`src/rtl/matrix_chk_elem_cmp.sv`:
```
// Single-element match, purely combinational.
// Optional feature macro: MATRIX_CHK_TOL_EN (adds tol, match when |act-exp_el| <= tol).
// Ports:
//   act     : element from the captured actual matrix
//   exp_el  : expected element from the stream
//   tol     : unsigned absolute tolerance (MATRIX_CHK_TOL_EN only)
//   match_c : 1 when the element is accepted
module matrix_chk_elem_cmp #(
    parameter int unsigned DATA_W = 8
) (
    input  logic [DATA_W-1:0] act,
    input  logic [DATA_W-1:0] exp_el,
`ifdef MATRIX_CHK_TOL_EN
    input  logic [DATA_W-1:0] tol,
`endif
    output logic              match_c
);

`ifdef MATRIX_CHK_TOL_EN
    logic [DATA_W-1:0] diff;

    // Absolute difference without wrap: subtract the smaller from the larger
    always_comb begin
        diff    = (act >= exp_el) ? (act - exp_el) : (exp_el - act);
        match_c = (diff <= tol);
    end
`else
    always_comb begin
        match_c = (act == exp_el);
    end
`endif

endmodule

```
`config.mk`:
```
export PLATFORM = sky130hd
export DESIGN_NAME = matrix_chk_elem_cmp
export DESIGN_NICKNAME = d
export VERILOG_FILES = /design/src/rtl/matrix_chk_elem_cmp.sv
export SDC_FILE = /design/constraint.sdc
export NUM_CORES = 1
export LEC_CHECK = 0
export CAP_MARGIN = 20
export CORE_AREA = 2 2 39 41
export DETAILED_ROUTE_END_ITERATION = 6
export DIE_AREA = 0 0 41 43
export PLACE_DENSITY_LB_ADDON = 0.08
export REMOVE_ABC_BUFFERS = 1
export SYNTH_ARGS = -nofsm -noshare
export SYNTH_HDL_FRONTEND = slang
export SYNTH_SLANG_ARGS = --single-unit
```
`constraint.sdc`:
```
create_clock -name vclk -period 0.8
set_input_delay 0.12 -clock vclk [all_inputs]
set_output_delay 0.12 -clock vclk [all_outputs]
set_load 0.03 [all_outputs]
```
==> results of run 1 <==
placed cells by master, fill, tap and decap left out:
cell type  count
buf_6         10
buf_2          6
nor2_1         1
nand4_1        2
buf_4          1
xnor2_1        1
xnor2_2        7
timing repair:
action	in CTS	in global routing
cloned	0	0
pin swaps	11	6
hold buffers	0	0
setup buffers	0	0
setup endpoints to repair	1	1
gates resized for setup	68	6
kinds of logic after synthesis:
family and Yosys count:
XOR/XNOR 8, AND/OR/NAND/NOR 3
through the flow:
step	worst slack, ns	cells	hold WS (ns)
6_report	-0.05989	44	0.6255
3_3_place_gp	-0.4203	44	1.042
2_1_floorplan	-0.09466	11	0.4558
5_1_grt	-0.1436	44	0.6853
4_1_cts	-0.08552	44	0.6608
3_5_place_dp	-0.4453	44	1.039
synthesized netlist by cell type:
| master | number |
|---|---|
| xnor2_1 | 8 |
| nand4_1 | 2 |
| nor2_1 | 1 |
power by group through the flow:
stage	Combinational, µW	Clock (µW)	Sequential, µW
after floorplan	39.1	0	0
after global placement	127	0	0
after detailed placement	130	0	0
after CTS	134	0	0
after global routing	165	0	0
final	151	0	0
final cells by class:
class | count | area [µm²] | area share
multi-input cells | 11 | 138.9 | 0.4494
well taps | 16 | 20.02 | 0.06478
repair buffers | 17 | 150.1 | 0.4858
layer usage:
metal,global-route usage,vias to the layer above
met1,0.03503,59
met2,0.08438,17
met3,0,0
met4,0,0
met5,0,-
li1,-,71
worst min-delay path, stage by stage:
cell and delay, ns:
buf_6 0.07, xnor2_2 0.06, nand4_1 0.06, nor2_1 0.04, buf_4 0.16
worst max-delay path by stage:
stage | cells past startpoint | slack [ns] | from | endpoint
floorplan | 3 | -0.09 | exp_el[2] | match_c
global placement | 5 | -0.42 | exp_el[0] | match_c
detailed placement | 5 | -0.45 | exp_el[2] | match_c
CTS | 5 | -0.09 | act[5] | match_c
global route | 5 | -0.14 | exp_el[2] | match_c
finish | 5 | -0.06 | act[6] | match_c
==> reports/results.tsv, run 1 <==
metric	value	unit
status	finished, violations left	
violations	negative setup slack	
end_kind	primary output	
fp.coreArea	1384	µm²
antenna_found_initial	0	
met1_length	93	µm
seq_cells	0	
timing.final.ws_setup	-0.05989	ns
grt_pass1_wl	476	µm
via_per_inst	3.341	
synthMuxAreaShare	0	
worstSetupPathType	primary input to primary output	
grt_pass1_vias	158	
synth_compound_area_frac	0	
start_kind	primary input	
p_seq_frac	0	
min_to	match_c	
grt_use_total	0.03804	
routed.top_layer	met3	
placed_area	274.0	µm²
critPathMaxStageDelay	0.16	ns
maxCapViolCount	0	
hold_path_class	primary input to primary output	
period_needed	0.8599	ns
totalWireLength	332	µm
max_clock_freq	1163	MHz
synth-simple-area-share	0.1884	
synth_fa_ha_area_frac	0	
critPathTopFamily	buffers and inverters	
clockPowerShare	0	
nets	46	
route.met2.wl	158	µm
p_leak	0.0001473	µW
worstPathRequired	0.68	ns
rsz0062_at_grt	true	
fill_cells	157	
period_share	1.075	
fin_tns_setup	-0.05989	ns
power	150.8	µW
synth_top_family_by_area	XOR/XNOR gates	
start_util	0.06239	
synth.largest_area_cell	xnor2_1	
register_area	0	µm²
vias	147	
worst_slew_pin_slew	0.1163	ns
internal-power	108.1	µW
netlist-cell-type-count	3	
crit_fanout	1	
place.port_buffers	17	
grt_max_degree	2	
ir_drop	0.0001198	V
num-clock-buffers	0	
p_sw_frac	0.2835	
dieWidth	41	µm
yosysSeqAreaShare	0	
arrival	0.74	ns
syn_area_per_cell	7.848	µm²
die_area	1763	µm²
holdCritStartpoint	exp_el[1]	
overflow	0	
antenna_cells	0	
die_y	43	µm
dr.pass1.iters	1	
maxSlewViolCount	0	
drc	0	
setup_viol	1	
met3_length	81	µm
gp_congestion	0.5503	
whs_path_depth	5	
finalHoldViolations	0	
cp_slowest_cell	buf_4	
stdcell_area	309.0	µm²
max_slew_margin	0.9221	
io_pins	17	
drt_iter0_markers	0	
synth.area.top_cells	xnor2_1, nand4_1, nor2_1	
synth_top_area_frac	0.8116	
p_per_area	487.9	nW/µm²
synth-xor-area-share	0.8116	
path_buf_inv	2	
worstPathCellList	buf_6, xnor2_2, nand4_1, nor2_1, buf_4	
syn-cell-area	86.33	µm²
yosys_warnings	0	
wl_per_cell	7.545	µm
utilization	0.2233	
area_delta_synth_final	258.0	%
final_layout_size_suffix_gt1_frac	0.8571	
detail-route-antenna-nets	0	
num_rows	14	
synthCells	11	
switchingPower	42.75	µW
pwr-share-comb	1.000	
No activity file was read; power rests on OpenSTA's default activity.
==> run 2: changes to the inputs <==
--- a/config.mk
+++ b/config.mk
@@ -5,7 +5,6 @@
 export SDC_FILE = /design/constraint.sdc
 export NUM_CORES = 1
 export LEC_CHECK = 0
-export CAP_MARGIN = 20
 export CORE_AREA = 2 2 39 41
 export DETAILED_ROUTE_END_ITERATION = 6
 export DIE_AREA = 0 0 41 43
==> results of run 2 <==
Same layout as run 1: the final DEF is identical, and so are final timing and power.
